--- config.mk ---
export PLATFORM = sky130hd
export DESIGN_NAME = acl_kernel_clk_ctrl_master
export DESIGN_NICKNAME = d
export VERILOG_FILES = /design/src/rtl/acl_kernel_clk_ctrl_master.sv
export SDC_FILE = /design/constraint.sdc
export NUM_CORES = 1
export LEC_CHECK = 0
export ABC_AREA = 1
export CAP_MARGIN = 20
export CORE_ASPECT_RATIO = 0.6
export CORE_MARGIN = 2
export CORE_UTILIZATION = 58
export CTS_BUF_LIST = sky130_fd_sc_hd__clkbuf_2 sky130_fd_sc_hd__clkbuf_4 sky130_fd_sc_hd__clkbuf_8
export DETAILED_ROUTE_END_ITERATION = 10
export PLACE_DENSITY = 0.88
export SETUP_SLACK_MARGIN = 0.3
export SYNTH_ARGS = -nofsm -noshare
export SYNTH_HDL_FRONTEND = slang
export SYNTH_SLANG_ARGS = --single-unit
--- constraint.sdc ---
create_clock -name clk_clk -period 4.48 [get_ports clk_clk]
set_clock_uncertainty 0.05 [all_clocks]
set_input_delay 0.896 -clock clk_clk [delete_from_list [all_inputs] [get_ports clk_clk]]
set_output_delay 0.896 -clock clk_clk [all_outputs]
set_load 0.05 [all_outputs]
--- src/rtl/acl_kernel_clk_ctrl_master.sv ---
// Avalon-MM master for the kernel clock block's ctrl slave: single-beat commands,
// credit-bounded pipelined reads, and a timeout drain that synthesizes error responses.
module acl_kernel_clk_ctrl_master #(
    parameter int ADDR_W      = 11,
    parameter int DATA_W      = 32,
    parameter int MAX_PENDING = 4,
    parameter int TIMEOUT     = 1023
) (
    input  logic                                clk_clk,
    input  logic                                reset_reset_n,
    input  logic                                cmd_valid,
    output logic                                cmd_ready,
    input  logic                                cmd_write,
    input  logic [ADDR_W-1:0]                   cmd_address,
    input  logic [DATA_W-1:0]                   cmd_writedata,
    input  logic [DATA_W/8-1:0]                 cmd_byteenable,
    output logic                                rsp_valid,
    input  logic                                rsp_ready,
    output logic [DATA_W-1:0]                   rsp_readdata,
    output logic                                rsp_error,
    output logic [ADDR_W-1:0]                   ctrl_address,
    output logic [DATA_W-1:0]                   ctrl_writedata,
    output logic [DATA_W/8-1:0]                 ctrl_byteenable,
    output logic                                ctrl_write,
    output logic                                ctrl_read,
    output logic                                ctrl_burstcount,
    output logic                                ctrl_debugaccess,
    input  logic                                ctrl_waitrequest,
    input  logic [DATA_W-1:0]                   ctrl_readdata,
    input  logic                                ctrl_readdatavalid,
    output logic [$clog2(MAX_PENDING):0]        pending_count,
    output logic                                timeout_err,
    input  logic                                err_clear
);

    localparam int BE_W  = DATA_W / 8;
    localparam int PCW   = $clog2(MAX_PENDING) + 1;
    localparam int PTR_W = (MAX_PENDING > 1) ? $clog2(MAX_PENDING) : 1;
    localparam int TW    = (TIMEOUT > 0) ? $clog2(TIMEOUT + 1) : 1;
    localparam logic [TW-1:0]    TO_LAST   = TW'((TIMEOUT > 0) ? (TIMEOUT - 1) : 0);
    localparam logic [PCW:0]     CREDIT    = (PCW + 1)'(MAX_PENDING);
    localparam logic [PTR_W-1:0] PTR_LAST  = PTR_W'(MAX_PENDING - 1);

    typedef enum logic [1:0] {
        S_IDLE  = 2'd0,
        S_ISSUE = 2'd1,
        S_DRAIN = 2'd2
    } state_e;

    state_e              state_q, state_d;
    logic                cmd_ready_q, cmd_ready_d;
    logic [ADDR_W-1:0]   ctrl_address_q, ctrl_address_d;
    logic [DATA_W-1:0]   ctrl_writedata_q, ctrl_writedata_d;
    logic [BE_W-1:0]     ctrl_byteenable_q, ctrl_byteenable_d;
    logic                ctrl_write_q, ctrl_write_d;
    logic                ctrl_read_q, ctrl_read_d;
    logic                hold_write_q, hold_write_d;
    logic [PCW-1:0]      pending_q, pending_d;
    logic [TW-1:0]       cnt_q, cnt_d;
    logic                timeout_err_q, timeout_err_d;

    // Each FIFO entry is {error, data}.
    logic [DATA_W:0]     fifo_mem_q [MAX_PENDING];
    logic [DATA_W:0]     fifo_mem_d [MAX_PENDING];
    logic [PTR_W-1:0]    wr_ptr_q, wr_ptr_d;
    logic [PTR_W-1:0]    rd_ptr_q, rd_ptr_d;
    logic [PCW-1:0]      fifo_count_q, fifo_count_d;

    logic                acc_read;
    logic                rdv_live;
    logic                rdv_drop;
    logic                drain_step;
    logic                push;
    logic                pop;
    logic                fire;
    logic                credit_ok;
    logic [PCW:0]        credit_sum;
    logic [DATA_W:0]     push_entry;
    logic [DATA_W:0]     head;

    function automatic logic [PTR_W-1:0] ptr_next(input logic [PTR_W-1:0] p);
        return (p == PTR_LAST) ? '0 : p + 1'b1;
    endfunction

    always_comb begin
        acc_read   = ctrl_read_q && !ctrl_waitrequest;
        rdv_live   = ctrl_readdatavalid && (state_q != S_DRAIN) && (pending_q != '0);
        rdv_drop   = ctrl_readdatavalid && !rdv_live;
        drain_step = (state_q == S_DRAIN) && (pending_q != '0);
        push       = rdv_live || drain_step;
        push_entry = drain_step ? {1'b1, {DATA_W{1'b0}}} : {1'b0, ctrl_readdata};
        pop        = rsp_valid && rsp_ready;
        // Credit counts both in-flight reads and buffered responses, so the FIFO cannot overflow.
        credit_sum = {1'b0, pending_q} + {1'b0, fifo_count_q};
        credit_ok  = credit_sum < CREDIT;
        // A return in the same cycle clears the counter, so it beats the timeout.
        fire       = (TIMEOUT > 0) && (state_q != S_DRAIN) && (pending_q != '0) &&
                     !ctrl_readdatavalid && (cnt_q == TO_LAST);
    end

    always_comb begin
        cnt_d = cnt_q + 1'b1;
        if ((TIMEOUT == 0) || (state_q == S_DRAIN) || (pending_q == '0) ||
            ctrl_readdatavalid || fire) begin
            cnt_d = '0;
        end

        timeout_err_d = timeout_err_q;
        if (err_clear) timeout_err_d = 1'b0;
        if (fire || rdv_drop) timeout_err_d = 1'b1;

        pending_d = pending_q;
        if (acc_read && !(rdv_live || drain_step)) begin
            pending_d = pending_q + 1'b1;
        end else if (!acc_read && (rdv_live || drain_step)) begin
            pending_d = pending_q - 1'b1;
        end
    end

    always_comb begin
        fifo_mem_d   = fifo_mem_q;
        wr_ptr_d     = wr_ptr_q;
        rd_ptr_d     = rd_ptr_q;
        fifo_count_d = fifo_count_q;
        if (push) begin
            fifo_mem_d[wr_ptr_q] = push_entry;
            wr_ptr_d             = ptr_next(wr_ptr_q);
        end
        if (pop) rd_ptr_d = ptr_next(rd_ptr_q);
        if (push && !pop) fifo_count_d = fifo_count_q + 1'b1;
        else if (!push && pop) fifo_count_d = fifo_count_q - 1'b1;
    end

    always_comb begin
        state_d           = state_q;
        ctrl_address_d    = ctrl_address_q;
        ctrl_writedata_d  = ctrl_writedata_q;
        ctrl_byteenable_d = ctrl_byteenable_q;
        ctrl_write_d      = ctrl_write_q;
        ctrl_read_d       = ctrl_read_q;
        hold_write_d      = hold_write_q;

        case (state_q)
            S_IDLE: begin
                if (cmd_valid && cmd_ready_q) begin
                    ctrl_address_d    = cmd_address;
                    ctrl_writedata_d  = cmd_writedata;
                    ctrl_byteenable_d = cmd_byteenable;
                    hold_write_d      = cmd_write;
                    ctrl_write_d      = cmd_write;
                    ctrl_read_d       = !cmd_write && credit_ok;
                    state_d           = S_ISSUE;
                end
            end
            S_ISSUE: begin
                if ((ctrl_read_q || ctrl_write_q) && !ctrl_waitrequest) begin
                    ctrl_write_d = 1'b0;
                    ctrl_read_d  = 1'b0;
                    state_d      = S_IDLE;
                end else if (!hold_write_q && !ctrl_read_q) begin
                    ctrl_read_d = credit_ok;
                end
            end
            S_DRAIN: begin
                if (pending_d == '0) state_d = S_IDLE;
            end
            default: state_d = S_IDLE;
        endcase

        // Timeout recovery abandons any command still held in the issue register.
        if (fire) begin
            state_d      = S_DRAIN;
            ctrl_write_d = 1'b0;
            ctrl_read_d  = 1'b0;
        end

        cmd_ready_d = (state_d == S_IDLE);
    end

    always_ff @(posedge clk_clk or negedge reset_reset_n) begin
        if (!reset_reset_n) begin
            state_q           <= S_IDLE;
            cmd_ready_q       <= 1'b0;
            ctrl_address_q    <= '0;
            ctrl_writedata_q  <= '0;
            ctrl_byteenable_q <= '0;
            ctrl_write_q      <= 1'b0;
            ctrl_read_q       <= 1'b0;
            hold_write_q      <= 1'b0;
            pending_q         <= '0;
            cnt_q             <= '0;
            timeout_err_q     <= 1'b0;
            wr_ptr_q          <= '0;
            rd_ptr_q          <= '0;
            fifo_count_q      <= '0;
            for (int i = 0; i < MAX_PENDING; i++) fifo_mem_q[i] <= '0;
        end else begin
            state_q           <= state_d;
            cmd_ready_q       <= cmd_ready_d;
            ctrl_address_q    <= ctrl_address_d;
            ctrl_writedata_q  <= ctrl_writedata_d;
            ctrl_byteenable_q <= ctrl_byteenable_d;
            ctrl_write_q      <= ctrl_write_d;
            ctrl_read_q       <= ctrl_read_d;
            hold_write_q      <= hold_write_d;
            pending_q         <= pending_d;
            cnt_q             <= cnt_d;
            timeout_err_q     <= timeout_err_d;
            wr_ptr_q          <= wr_ptr_d;
            rd_ptr_q          <= rd_ptr_d;
            fifo_count_q      <= fifo_count_d;
            fifo_mem_q        <= fifo_mem_d;
        end
    end

    assign head             = fifo_mem_q[rd_ptr_q];
    assign rsp_valid        = (fifo_count_q != '0);
    assign rsp_error        = rsp_valid && head[DATA_W];
    assign rsp_readdata     = (rsp_valid && !head[DATA_W]) ? head[DATA_W-1:0] : '0;
    assign cmd_ready        = cmd_ready_q;
    assign ctrl_address     = ctrl_address_q;
    assign ctrl_writedata   = ctrl_writedata_q;
    assign ctrl_byteenable  = ctrl_byteenable_q;
    assign ctrl_write       = ctrl_write_q;
    assign ctrl_read        = ctrl_read_q;
    assign ctrl_burstcount  = 1'b1;
    assign ctrl_debugaccess = 1'b0;
    assign pending_count    = pending_q;
    assign timeout_err      = timeout_err_q;

endmodule

# After elaboration in Yosys (flattened, before gate mapping)
# Index checks and enable logic that the tools add are counted.
[totals] reg_bits=206 input_bits=87 out_inout_bits=90 wordCells=120
[classes] addsub=8 n_lt_le_gt_ge=4 n_eq_ne=9 n_mux=31 bitwise_logic=2 n_reduce_logical=48
[ops] operator="$bwmux 132" n=1
[ops] operator="$mux 33" n=4
[ops] operator="$bmux 33 s2" n=1
[ops] operator="$demux 33 s2" n=1
[ops] operator="$mux 32" n=1
[ops] operator="$logic_and 1x1->1" n=20
[ops] operator="$mux 2" n=6
[ops] operator="$mux 3" n=4
[ops] operator="$add 10x1->10 const B" n=1
[ops] operator="$eq 10x10->1 const B" n=1
[ops] operator="$logic_not 1->1" n=10
[ops] operator="$mux 10" n=1
[ops] operator="$mux 1" n=9
[ops] operator="$reduce_bool 3->1" n=3
[ops] operator="$add 3x1->3 const B" n=2
[ops] operator="$eq 2x2->1 const B" n=3
[ops] operator="$ge 3x3->1 const B" n=2
[ops] operator="$logic_not 3->1" n=2
[ops] operator="$logic_or 1x1->1" n=6
[ops] operator="$ne 3x3->1 const B" n=2
[ops] operator="$not 2->3" n=2
[ops] operator="$pmux 2 s3" n=1
[ops] operator="$reduce_and 3->1" n=2
[ops] operator="$sub 3x1->3 const B" n=2
[ops] operator="other kinds (11)" n=15

# Depth between registers and ports, before layout
[logic_depth] word_depth=12 mapped_depth=14 mapped_depth_nobuf=14

# Worst setup path before layout
# Ideal clock, no wire load.
[synth_path] path_kind="flip-flop to output port" from="register fifo_count_q[0]" to="output rsp_readdata[11]" arrival_time_ns=1.922 required_ns=3.534 path_slack_ns=1.612 stages_incl_launch_ff=6 path_buffers=1 path_cell_list="dfrtp_1 -> nor3_1 -> inv_1 -> nand2_2 -> buf_2 -> a21oi_1"
[synth_via] elab_chain_cells=3
[synth_rtl] element="start: declaration" line="67" rtl="logic [PCW-1:0] fifo_count_q, fifo_count_d;"
[synth_rtl] element="start signal: assignment" line="211" rtl="fifo_count_q <= fifo_count_d;"
[synth_rtl] element="$reduce_bool 3->1" line="217" rtl="assign rsp_valid = (fifo_count_q != '0);"
[synth_rtl] element="net rsp_valid" line="17" rtl="output logic rsp_valid,"
[synth_rtl] element="$logic_and 1x1->1" line="219" rtl="assign rsp_readdata = (rsp_valid && !head[DATA_W]) ? head[DATA_W-1:0] : '0;"
[synth_rtl] element="$mux 32" line="219"
[synth_rtl] element="end: declaration" line="19" rtl="output logic [DATA_W-1:0] rsp_readdata,"
# The timed path passes the listed nets, and every way through them passes these cells.

# Final worst setup path
[layout_path] from="register rd_ptr_q[0]" to="output rsp_readdata[17]"
[layout_via] elab_chain_cells=7
[layout_rtl] element="start: declaration" line="66" rtl="logic [PTR_W-1:0] rd_ptr_q, rd_ptr_d;"
[layout_rtl] element="start signal: assignment" line="210" rtl="rd_ptr_q <= rd_ptr_d;"
[layout_rtl] element="$not 2->3 (implied by the code) (*)" line="216" rtl="assign head = fifo_mem_q[rd_ptr_q];"
[layout_rtl] element="$bmux 33 s2 (*)" line="216"
[layout_rtl] element="$mux 33 (implied by the code) (*) (2 in a row)" line="216"
[layout_rtl] element="$logic_not 1->1" line="219"
[layout_rtl] element="$logic_and 1x1->1" line="219"
[layout_rtl] element="$mux 32 (*)" line="219"
# Mark *: on every way between the ends. The rest lies on a longest branch, timed or not. The select of a mux whose other input is x is not followed.

==> impl_metrics.csv <==
group,metric,value,unit
place,numPlacedInstances,1416,
place,dpl.hpwl,15300,um
yosys,synth.mux.area_fraction,0.121,%
sta,worst-slew-pin-transition,0.829,ns
sta,post_route_clock_period_utilization,81.6,%
detailed_routing,drt_iter0_drcs,674,
yosys,synth.largest_area_cell,"dfrtp_1",
sta,drv_slew,0,
final_layout,antenna-diode-count,0,
power_and_ir_drop,internal_power,5.71,mW
global_routing,pin_count_of_the_biggest_net_entering_global_routing,91,
yosys,synth-simple-area-share,22.2,%
final_layout,final-instance-count-excl-fill,1463,
clocking,post_cts_resized,0,
power_and_ir_drop,net-switching-power,5.00,mW
critical_path,critPathMaxFanout,37,
place,gp_congestion,0.823,
yosys,post_synth_inst_count,1095,
detailed_routing,drtAntennaViolNets,0,
yosys,synth-adder-area-share,1.96,%
critical_path,worst_ep_arrival_time,2.71,ns
power_and_ir_drop,power_frac_comb,57.3,%
die,die_h,102,um
global_routing,via_count_of_the_first_global_routing_pass,7834,
critical_path,timing.rr.start,"pending_count[0]",
sta,timing_hold_violations_final,0,
die,io_pins,177,
yosys,synth_cell_type_count,35,
yosys,synth_area_per_cell,8.51,um2
yosys,synth-seq-cells,206,
global_routing,grt_first_pass_wirelength,38900,um
sta,max_clock_freq,274,MHz
final_layout,syn_to_final_growth,27.7,%
die,fp.dieW,168,um
yosys,synth_top_family_by_area,"simple AND/OR/NAND/NOR gates",
yosys,seq_area_frac_synth,55.3,%
outcome,status,"finished, final reports clean",
final_layout,drive_gt1_share,10.9,%
power_and_ir_drop,seq_power_share,29.4,%
flow_run,maxCapViolCount,0,
final_layout,fin_util,76.5,%
global_routing,antenna_found_initial,0,
power_and_ir_drop,total_leakage_power,5.65,nW
clocking,postCtsSetupRepairBufs,0,
final_layout,nets,1346,
detailed_routing,first_pass_iters,6,
die,coreArea,15500,um2
clocking,numCtsBuffers,29,
yosys,synth_compound_gate_area_share,14.2,%
detailed_routing,detail_route.drc_violations,0,
global_routing,grt-ovfl-total,0,
critical_path,crit_required,3.53,ns
power_and_ir_drop,clockPowerShare,13.3,%
clocking,cts.sinks,206,
sta,rsz0062_at_grt,"false",
final_layout,layout.cells.most_common,"nand2_1",
sta,setup_violations,0,
clocking,cts.root.buffer_cell,"clkbuf_8",
detailed_routing,route.vias.total,8026,
die,rows,35,
yosys,synth.net_count,1196,
clocking,tritoncts_clock_tree,"done",
critical_path,critical_path.endpoint_type,"output pin",
sta,slew_headroom,44.5,%
detailed_routing,detail_route.wirelength,23400,um
critical_path,worst_r2r_path_depth,10,
yosys,synth_xor_area_share,0.470,%
yosys,yosysWarningCount,0,
die,initial_core_util,59.9,%
critical_path,timing_worst_setup_path_type,"register to output pin",
clocking,worst_path_clk_slew,0.06,ns
critical_path,start_kind,"register",
place,portBuffers,174,
worst_hold_path,hold_path.class,"primary input to asynchronous set/reset pin",
clocking,htree_levels,1,
clocking,insertion_delay,0.54,ns
yosys,synthesis.area,9320,um2
global_routing,grt_usage,28.2,%
sta,finalWorstPathRequiredPeriod,3.65,ns
clocking,clockBufferDepth,3,
critical_path,r2r_setup_slack,1.90,ns
critical_path,critical_r2r_capture,"fifo_mem_q[51]",
die,die-area,17100,um2
sta,fin_hold_ws,0.351,ns
power_and_ir_drop,worst_ir_drop_vdd,0.696,mV
yosys,post_synth_main_area_contributors,"dfrtp_1, nand2_1, o21ai_1, nor2_1, o21ai_0",
detailed_routing,wire_per_inst,16.0,um
power_and_ir_drop,switching_share,46.7,%
detailed_routing,viasPerCell,5.49,
final_layout,final_cell_mix,"nand2_1, dfrtp_1, nor2_1",
clocking,hold_bufs_inserted_after_cts,0,
sta,tns,0,ns
yosys,portion_of_synthesized_cell_area_occupied_by_the_leading_cell_type,55.3,%
power_and_ir_drop,powerDensity,901,nW/um2
[area by class of cell]
type	count	area, um2
Clock buffer	43	536
Sequential cell	206	5160
Inverter	31	119
Clock inverter	3	15.0
Multi-Input combinational cell	791	3640
Fill cell	1059	3650
Timing Repair Buffer	186	2180
Tap cell	203	254
[logic make-up after synthesis]
logic type | after synthesis
and+or+nand+nor | 519
adders and majority gates | 14
buffers and inverters | 98
AOI/OAI and AO/OA | 250
muxes | 1
DFF | 206
other | 2
xor gates and xnor gates | 5
[flip-flops by register name (all words and copies together) (netlist names)]
signal	flops
cmd_ready	1
cnt_q	10
ctrl_address	11
ctrl_byteenable	4
ctrl_read	1
ctrl_write	1
ctrl_writedata	32
fifo_count_q	3
fifo_mem_q	132
hold_write_q	1
pending_count	3
rd_ptr_q	2
state_q	2
timeout_err	1
wr_ptr_q	2
[layer usage]
metal / track usage [%] / up-vias / part of all wire, %
li1: - / 3814 / -
met1: 40.3 / 3867 / 45
met2: 45.8 / 311 / 46
met3: 5.65 / 34 / 7.5
met4: 6.15 / 0 / 1.4
met5: 0 / - / 0
[power groups by stage]
stage               Clock (mW)  Sequential, mW  Combinational [mW]
detailed placement           0            3.15                6.11
floorplan                    0            3.84                3.13
global route              1.53            3.24                6.60
CTS                       1.44            3.14                6.15
finish                    1.42            3.15                6.14
global placement             0            3.10                5.98
[worst max-delay path, cell delays in order (launching register included)]
cell	delay [ns]
dfrtp_2	0.38
buf_4	0.37
nand2_1	0.09
a32o_2	0.30
nand2_2	0.60
a21oi_1	0.20
buf_12	0.22
[synth_stat cells]
| cell type | n |
|---|---|
| xnor2_1 | 2 |
| inv_4 | 1 |
| ha_1 | 13 |
| nor2_2 | 2 |
| o21a_1 | 1 |
| nor4_4 | 1 |
| o2111ai_1 | 1 |
| a32o_2 | 1 |
| buf_6 | 13 |
| nand3_1 | 9 |
| nor4_1 | 1 |
| inv_1 | 25 |
| mux2_2 | 1 |
| conb_1 | 2 |
| nand3_2 | 1 |
| fa_1 | 1 |
| inv_2 | 5 |
| o21ai_0 | 85 |
| nor2_1 | 150 |
| dfrtp_1 | 206 |
| buf_1 | 1 |
| xor2_1 | 3 |
| nand2_4 | 2 |
| nor3b_1 | 4 |
| buf_2 | 24 |
| nand2_1 | 330 |
| a21oi_1 | 32 |
| a21oi_2 | 10 |
| o21ai_2 | 6 |
| nor3_1 | 4 |
| buf_4 | 8 |
| nor3_2 | 1 |
| clkbuf_1 | 21 |
| nand2_2 | 14 |
| o21ai_1 | 114 |
[how the worst max path moves through the flow]
stage | slack (ns) | from | end | cells after the start
6_report | 0.83 | rd_ptr_q[0] | rsp_readdata[17] | 6
5_1_grt | 0.63 | rd_ptr_q[0] | rsp_readdata[18] | 6
4_1_cts | 0.80 | rd_ptr_q[0] | rsp_readdata[20] | 6
3_5_place_dp | 1.41 | rd_ptr_q[0] | rsp_readdata[20] | 6
3_3_place_gp | 1.44 | rd_ptr_q[0] | rsp_readdata[18] | 6
2_1_floorplan | 1.61 | fifo_count_q[0] | rsp_readdata[11] | 5
[per-stage QoR]
step / instance area, um2 / total power, mW / setup WS, ns
floorplan: 9320 / 6.97 / 1.61
global placement: 11300 / 9.09 / 1.44
detailed placement: 11300 / 9.26 / 1.41
CTS: 11900 / 10.7 / 0.801
global route: 11900 / 11.4 / 0.628
finish: 11900 / 10.7 / 0.825
No activity file was read; power rests on OpenSTA's default activity.
